--- src/rtl/aurora_pkt_pkg.sv ---
`default_nettype none
// ============================================================================
//  Module   : aurora_pkt_pkg
//  Purpose  : Shared constants, header field offsets and FSM encoding for the
//             Aurora packet encapsulator / decapsulator pair.
//  Revision : 1.0  initial release
// ============================================================================
package aurora_pkt_pkg;

    localparam int DATA_WIDTH             = 1024;
    localparam int RECOGNIZE_ROUTER_WIDTH = 2;
    localparam int NUMBER_PACKET          = 19;
    localparam int TTL_WIDTH              = 2;
    localparam int BEAT_CNT_WIDTH         = $clog2(NUMBER_PACKET);
    localparam int HEADER_WIDTH           = RECOGNIZE_ROUTER_WIDTH + BEAT_CNT_WIDTH + TTL_WIDTH;
    localparam int AURORA_DATA_WIDTH      = 64;
    localparam int PAYLOAD_WIDTH          = AURORA_DATA_WIDTH - HEADER_WIDTH;
    localparam int LAST_BEAT_BITS         = 34;
    localparam int LAST_BEAT              = NUMBER_PACKET - 1;
    localparam int PAD_LSB                = HEADER_WIDTH + LAST_BEAT_BITS;

    localparam int ROUTER_ID_LSB          = 0;
    localparam int TAG_LSB                = 2;
    localparam int TTL_LSB                = 7;

    localparam logic [1:0] C_ST_IDLE      = 2'd0;
    localparam logic [1:0] C_ST_COLLECT   = 2'd1;
    localparam logic [1:0] C_ST_CHECK     = 2'd2;

    function automatic logic [RECOGNIZE_ROUTER_WIDTH-1:0] router_id(
        input logic [HEADER_WIDTH-1:0] hdr
    );
        return hdr[ROUTER_ID_LSB +: RECOGNIZE_ROUTER_WIDTH];
    endfunction

endpackage
`default_nettype wire

--- src/rtl/decap_packet.sv ---
`default_nettype none
// ============================================================================
//  Module   : decap_packet
//  Purpose  : Strips Aurora headers, reassembles 19 beats into one 1024-bit
//             word, checks framing and filters on router ID.
//             Optional inter-beat timeout: define DECAP_TIMEOUT_EN.
//  Revision : 1.0  initial release
// ============================================================================
module decap_packet
    import aurora_pkt_pkg::*;
#(
    parameter logic [RECOGNIZE_ROUTER_WIDTH-1:0] MY_ROUTER_ID = '0
`ifdef DECAP_TIMEOUT_EN
    ,
    parameter int TIMEOUT_CYCLES = 64
`endif
) (
    input  logic                         clk,
    input  logic                         rst_n,
    input  logic [AURORA_DATA_WIDTH-1:0] data_recv,
    input  logic                         data_recv_valid,
    output logic [DATA_WIDTH-1:0]        data_dfx_recv,
    output logic [HEADER_WIDTH-1:0]      header_pkt_recv,
    output logic                         decap_valid,
    output logic                         decap_err,
    output logic                         frame_drop
);

    logic [1:0]                r_state;
    logic [BEAT_CNT_WIDTH-1:0] r_beat_cnt;
    logic [HEADER_WIDTH-1:0]   r_hdr;
    logic                      r_err;
    logic [DATA_WIDTH-1:0]     r_buf;

    logic [HEADER_WIDTH-1:0]   w_beat_hdr;
    logic [PAYLOAD_WIDTH-1:0]  w_payload;
    logic [BEAT_CNT_WIDTH-1:0] w_slot;
    logic                      w_is_last;
    logic                      w_beat_bad;
    logic                      w_timeout;

    assign w_beat_hdr = data_recv[HEADER_WIDTH-1:0];
    assign w_payload  = data_recv[AURORA_DATA_WIDTH-1:HEADER_WIDTH];
    // Outside COLLECT any valid beat starts a new frame, so it lands in slot 0.
    assign w_slot     = (r_state == C_ST_COLLECT) ? r_beat_cnt : '0;
    assign w_is_last  = (r_state == C_ST_COLLECT) &&
                        (r_beat_cnt == BEAT_CNT_WIDTH'(LAST_BEAT));
    assign w_beat_bad = (w_beat_hdr != r_hdr) ||
                        (w_is_last && (|data_recv[AURORA_DATA_WIDTH-1:PAD_LSB]));

`ifdef DECAP_TIMEOUT_EN
    localparam int GAP_WIDTH = $clog2(TIMEOUT_CYCLES + 1);

    logic [GAP_WIDTH-1:0] r_gap;

    assign w_timeout = (r_state == C_ST_COLLECT) && !data_recv_valid &&
                       (r_gap == GAP_WIDTH'(TIMEOUT_CYCLES - 1));

    always_ff @(posedge clk or negedge rst_n) begin
        if (!rst_n) begin
            r_gap <= '0;
        end else if ((r_state != C_ST_COLLECT) || data_recv_valid || w_timeout) begin
            r_gap <= '0;
        end else begin
            r_gap <= r_gap + 1'b1;
        end
    end
`else
    assign w_timeout = 1'b0;
`endif

    always_ff @(posedge clk or negedge rst_n) begin
        if (!rst_n) begin
            r_buf <= '0;
        end else if (data_recv_valid) begin
            for (int k = 0; k < LAST_BEAT; k++) begin
                if (w_slot == BEAT_CNT_WIDTH'(k)) begin
                    r_buf[k*PAYLOAD_WIDTH +: PAYLOAD_WIDTH] <= w_payload;
                end
            end
            if (w_slot == BEAT_CNT_WIDTH'(LAST_BEAT)) begin
                r_buf[DATA_WIDTH-1 -: LAST_BEAT_BITS] <= w_payload[LAST_BEAT_BITS-1:0];
            end
        end
    end

    always_ff @(posedge clk or negedge rst_n) begin
        if (!rst_n) begin
            r_state         <= C_ST_IDLE;
            r_beat_cnt      <= '0;
            r_hdr           <= '0;
            r_err           <= 1'b0;
            data_dfx_recv   <= '0;
            header_pkt_recv <= '0;
            decap_valid     <= 1'b0;
            decap_err       <= 1'b0;
            frame_drop      <= 1'b0;
        end else begin
            decap_valid <= 1'b0;
            decap_err   <= 1'b0;
            frame_drop  <= 1'b0;
            case (r_state)
                C_ST_COLLECT: begin
                    if (data_recv_valid) begin
                        if (w_beat_bad) begin
                            r_err <= 1'b1;
                        end
                        r_beat_cnt <= r_beat_cnt + 1'b1;
                        if (w_is_last) begin
                            r_state <= C_ST_CHECK;
                        end
                    end else if (w_timeout) begin
                        decap_err  <= 1'b1;
                        r_beat_cnt <= '0;
                        r_state    <= C_ST_IDLE;
                    end
                end
                default: begin
                    // Error outranks the ID filter; only an accept touches the data outputs.
                    if (r_state == C_ST_CHECK) begin
                        if (r_err) begin
                            decap_err <= 1'b1;
                        end else if (router_id(r_hdr) != MY_ROUTER_ID) begin
                            frame_drop <= 1'b1;
                        end else begin
                            decap_valid     <= 1'b1;
                            data_dfx_recv   <= r_buf;
                            header_pkt_recv <= r_hdr;
                        end
                    end
                    if (data_recv_valid) begin
                        r_hdr      <= w_beat_hdr;
                        r_err      <= 1'b0;
                        r_beat_cnt <= BEAT_CNT_WIDTH'(1);
                        r_state    <= C_ST_COLLECT;
                    end else begin
                        r_beat_cnt <= '0;
                        r_state    <= C_ST_IDLE;
                    end
                end
            endcase
        end
    end

endmodule
`default_nettype wire

--- config.mk ---
export PLATFORM = sky130hd
export DESIGN_NAME = decap_packet
export DESIGN_NICKNAME = d
export VERILOG_FILES = /design/src/rtl/aurora_pkt_pkg.sv /design/src/rtl/decap_packet.sv
export SDC_FILE = /design/constraint.sdc
export NUM_CORES = 2
export LEC_CHECK = 0
export ABC_AREA = 1
export CAP_MARGIN = 20
export CORE_AREA = 4 4 424 426
export CTS_CLUSTER_DIAMETER = 150
export CTS_CLUSTER_SIZE = 16
export DETAILED_ROUTE_END_ITERATION = 12
export DIE_AREA = 0 0 428 430
export PLACE_DENSITY = 0.72
export SETUP_SLACK_MARGIN = 0.2
export SKIP_CTS_REPAIR_TIMING = 1
export SLEW_MARGIN = 25
export SYNTH_ARGS = -nofsm -noshare
export SYNTH_HDL_FRONTEND = slang
export SYNTH_SLANG_ARGS = --single-unit
--- constraint.sdc ---
create_clock -name clk -period 1.5 [get_ports clk]
set_clock_uncertainty 0.05 [all_clocks]
set_input_delay 0.225 -clock clk [delete_from_list [all_inputs] [get_ports clk]]
set_output_delay 0.225 -clock clk [all_outputs]
set_load 0.01 [all_outputs]
After elaboration in Yosys (flattened, before gate mapping)
Cells that the tools add are included.

operators by class
  add/subtract/negate cells = 1
  equal/unequal tests = 25
  multiplexer cells = 23
  bitwise logic cells = 3
  reductions and logical operators = 29

operators by type and width
  kind                 count
  $reduce_and 2->1     22
  $eq 5x4->1 const B   8
  $reduce_or 21->1     1
  $eq 5x3->1 const B   4
  $eq 5x5->1 const B   4
  $mux 1               17
  $mux 5               3
  $eq 5x2->1 const B   2
  $ne 9x9->1           1
  $mux 2               3
  $ne 2x2->1 const B   3
  $add 5x1->5 const B  1
  $eq 5x1->1 const B   1
  $logic_not 5->1      1
  $reduce_and 4->1     1
  $not 1->1            3
  $eq 2x1->1 const B   1
  $eq 2x2->1 const B   1
  $logic_and 1x1->1    2
  $reduce_bool 2->1    1
  $logic_or 1x1->1     1

storage, ports and cells
  flip-flop bits (word level) = 2077
  input port bits = 67

Longest topological paths before layout
  word-level depth = 7
  gate-level depth with buffers = 10
  mapped depth without buffers = 8

Worst setup path before layout
Ideal clock, no wire load.

  path type = register -> register
  start = register r_state[1]
  end = register r_buf[71]
  data arrival time = 1.429 ns
  data required time = 1.314 ns
  setup slack = -0.115 ns
  stages on the path, launching flop included = 11
  clock period less this slack = 1.615 ns
  path through = dfrtp_1 inv_2 nand2_2 nor2_2 nand2_1 nor2_2 nand2_1 buf_2 buf_2 nand2_1 o21ai_0

between the ends
  cells in the longest elaborated chain, start to end = 4

ends and longest elaborated chain
  what                               line                 text
  start: declaration                 decap_packet.sv:29   logic [1:0] r_state;
  start signal: assignment           decap_packet.sv:89   r_state <= C_ST_IDLE;
  start signal: assignment           decap_packet.sv:110  r_state <= C_ST_CHECK;
  start signal: assignment           decap_packet.sv:115  r_state <= C_ST_IDLE;
  $eq 2x1->1                         decap_packet.sv:45   assign w_slot = (r_state == C_ST_COLLECT) ? r_beat_cnt : '0;
  $mux 5                             decap_packet.sv:45
  $eq 5x1->1                         decap_packet.sv:77   if (w_slot == BEAT_CNT_WIDTH'(k)) begin
  $reduce_and 2->1 (no source line)  n/a
  end signal: indexed assignment     decap_packet.sv:78   r_buf[k*PAYLOAD_WIDTH +: PAYLOAD_WIDTH] <= w_payload;
  end signal: indexed assignment     decap_packet.sv:82   r_buf[DATA_WIDTH-1 -: LAST_BEAT_BITS] <= w_payload[LAST_BEAT_BITS-1:0];
  end: declaration                   decap_packet.sv:33   logic [DATA_WIDTH-1:0] r_buf;

Every way passes these cells.
A chain may end at the register's enable or synchronous reset.

Worst setup path after layout
  start = register r_state[1]
  end = register r_buf[517]

between the ends
  cells in the longest elaborated chain, start to end = 4

ends and longest elaborated chain
  what                               line
  $eq 2x1->1                         decap_packet.sv:45
  $mux 5                             decap_packet.sv:45
  $eq 5x4->1                         decap_packet.sv:77
  $reduce_and 2->1 (no source line)  n/a

Every way passes these cells.

==> metrics.md <==
| Metric | Value |
|---|---|
| Outcome | `finished, violations left` |
| Failing checks | `setup timing` |
| Clock Pin Slew Worst Setup and Hold Paths | `about 70 ps` |
| Cell count of the worst hold path | `3` |
| Final Slew Violations | `0` |
| Power density over cell area | `1334 nW/µm²` |
| Number of warnings printed during yosys synthesis | `0` |
| Clock root buffer | `clkbuf_16` |
| Largest vdd supply drop | `0.9096 mV` |
| Boundary pin count | `between 1000 and 1500` |
| Post-route clock period utilization | `129.9%` |
| Synthesized-area fraction occupied by ao, oa, aoi and oai cells | `around 6.9%` |
| Placer Congestion | `between 0.8 and 0.9` |
| Register area share after synthesis | `around 68%` |
| Depth of the CTS H-tree | `4` |
| Cell area after technology mapping | `~76000 µm²` |
| Antenna violations before repair | `15` |
| Placeable core area | `175700 µm²` |
| First-pass GRT wire length | `378500 µm` |
| Setup ws final | `-447.9 ps` |
| Post-synth cell types | `26` |
| Antenna-violating nets left | `0` |
| Setup repair after global routing missed its margin | `true` |
| Final setup viols | `about 3100` |
| # fillers | `~14000` |
| Tightest Pin Transition | `roughly 540 ps` |
| Detailed-route DRC error count | `0` |
| Floorplan die area | `between 150000 and 200000 µm²` |
| Placed cells | `11260` |
| Row Count | `154` |
| Worst R2R Path Depth | `9` |
| Pre-CTS WS | `-577.3 ps` |
| Post-Route Utilization | `a little under three fifths` |
| Width of the chip | `428 µm` |
| Post-DR wirelength/cell | `22.27 µm` |
| Minimum setup slack among reg-to-reg paths | `-450 ps` |
| Req. time, crit path | `2160 ps` |
| Total half-perimeter wirelength after legalization and detailed placement | `between 150000 and 200000 µm` |
| Category of the worst setup path launch point | `register` |
| Starting utilization of the core area | `43.42%` |
| Standard cell area after detailed placement | `92990 µm²` |
| Buffer depth of the longest clock path | `3` |
| Sink count of the clock tree | `2077` |
| Area of all placed cells without fillers | `~100000 µm²` |
| Arrival time worst endpoint | `approximately 2600 ps` |
| Number of buffers inserted during clock tree synthesis | `around 150` |
| Worst slew slack as a fraction of its limit | `a little under two thirds` |
| Final-stage net count | `just over 9000` |
| Fraction of final layout cells sized beyond drive strength 1 | `between 10% and 20%` |
| TritonCTS clock tree | `built` |
| Highest-count cells in the layout ignoring fill and taps | `nand2_1, dfrtp_1, dlymetal6s2s_1, o21ai_1, o21ai_0` |
| Vias in the first global route | `60040` |
| Leading cell type in the layout, fill and taps excluded | `nand2_1` |
| Number of register bits inferred by synthesis | `between 2000 and 2500` |
| Largest net degree at the start of global routing | `111` |
| Synth Net Count | `~8000` |
| WHS | `roughly 44 ps` |
| Clock insertion delay at the later pin of the skew report | `approximately 800 ps` |
| Static Leakage | `65.76 nW` |
| Mux share of post-synthesis cell area | `0%` |
| Adder-cell area share of the yosys netlist | `less than 1%` |
| Fmax | `between 0.5 and 0.6 GHz` |
| PortBufs | `around 1100` |
| Max cap viols | `0` |
| Global-route congestion overflow total | `0` |
| First DRT Iteration DRCs | `7236` |
| Crit end category | `register` |
| Design Power | `132.9 mW` |
| Number of vias after detailed routing | `about 60000` |
| Path category of the worst min-delay check | `input port to register` |
| Sum of negative setup slack | `-746600 ps` |
| Min Clock Period, post-route | `1948 ps` |
| Hold Vio Cnt, Final | `0` |
| Synth Area in XOR/XNOR | `0.08035%` |
| Vias per cell | `about 5.3` |
| Area grow syn2layout | `30.50%` |
| Post-Layout Cell Count | `11510` |
| Classification of the worst setup path | `register to register` |
| Cells after synthesis | `7930` |
| DRT Wirelength | `between 200000 and 300000 µm` |
| Dominant combinational cell family by area after synthesis | `simple AND/OR/NAND/NOR gates` |
| Crit-path max FO | `64` |
| Global-route usage over all layers | `~27%` |
| Vertical extent of the die | `between 400 and 500 µm` |
| Iteration count of the initial detailed-routing pass | `8` |
| Synth Area per Inst | `9.622 µm²` |
| Simple logic cell fraction of the synthesized area | `a little over a fifth` |
## report_power, final
part | leakage, nW | total [mW] | switching [mW] | internal, mW
sequential | 27.8 | 75.7 | 7.39 | 68.3
clock | 1.96 | 37.4 | 19.1 | 18.3
combinational | 36.0 | 19.8 | 11.6 | 8.14
total | 65.8 | 133 | 38.1 | 94.7
## logic make-up after synthesis
family / Yosys count
AND/OR/NAND/NOR: 4219
flip-flops: 2077
AO/OA/AOI/OAI: 1040
buffers and inverters: 585
XOR/XNOR: 7
adder cells (fa/ha/maj): 2
## critical path, cell delays in order (launching register included)
cell	delay (ps)
dfrtp_1	420
inv_2	140
nand2_8	100
nor2_4	100
nand2_2	70
nor2_4	180
buf_12	140
nand2_4	60
buf_12	160
o21ai_0	280
## per-layer routing
| layer | GRT usage [%] | share of wire [%] | up-vias |
|---|---|---|---|
| li1 | - | - | 27030 |
| met3 | 6.229 | 8.6 | 605 |
| met4 | 13.98 | 5.4 | 0 |
| met5 | 0 | 0 | - |
| met1 | 36.24 | 40 | 30470 |
| met2 | 40.74 | 46 | 3058 |
## sequential cells by signal, summed over array words and instances, names as in the netlist
signal           count
frame_drop           1
data_dfx_recv     1024
r_beat_cnt           5
r_buf             1024
header_pkt_recv      9
decap_valid          1
r_err                1
decap_err            1
r_hdr                9
r_state              2
## cell type report
class / instances / area, µm² / area share, %
clock inverters: 11 / 132.6 / 0.1332
diodes: 7 / 17.52 / 0.01759
repair buffers: 1576 / 18730 / 18.81
flip-flops and latches: 2077 / 52060 / 52.29
inverters: 76 / 292.8 / 0.2940
multi-input cells: 5268 / 21550 / 21.65
clock buffers: 155 / 3857 / 3.874
well taps: 2340 / 2928 / 2.940
## cells in the mapped netlist
cell | number | area (µm²)
nand3_1 | 14 | 70.07
nor2_1 | 26 | 97.59
o21ai_1 | 544 | 2723
o21ai_0 | 469 | 2347
inv_1 | 72 | 270.3
buf_2 | 257 | 1286
nor3_1 | 4 | 20.02
nand2_1 | 4165 | 15630
a21oi_1 | 4 | 20.02
o22ai_1 | 2 | 12.51
buf_4 | 9 | 67.56
nand4_1 | 1 | 6.260
o21ai_2 | 20 | 175.2
nor4_1 | 1 | 6.260
inv_2 | 4 | 15.01
dfrtp_1 | 2077 | 51970
nor2_4 | 1 | 11.26
ha_1 | 2 | 25.02
nor2_2 | 3 | 18.77
a211oi_1 | 1 | 7.510
nand2_2 | 1 | 6.260
clkbuf_1 | 176 | 660.6
nand3b_2 | 1 | 11.26
nor3_2 | 2 | 20.02
buf_6 | 67 | 754.5
xnor2_1 | 7 | 61.31
## path summary, 6_finish.rpt
kind                               from                 end
max reg2reg                  r_state[1]          r_buf[517]
max                          r_state[1]          r_buf[517]
min reg2reg                  r_buf[346]  data_dfx_recv[346]
min in group asynchronous         rst_n           r_buf[54]
min                        data_recv[5]            r_hdr[5]
max in group asynchronous         rst_n  data_dfx_recv[985]
Power figures use the tool's default switching activity.
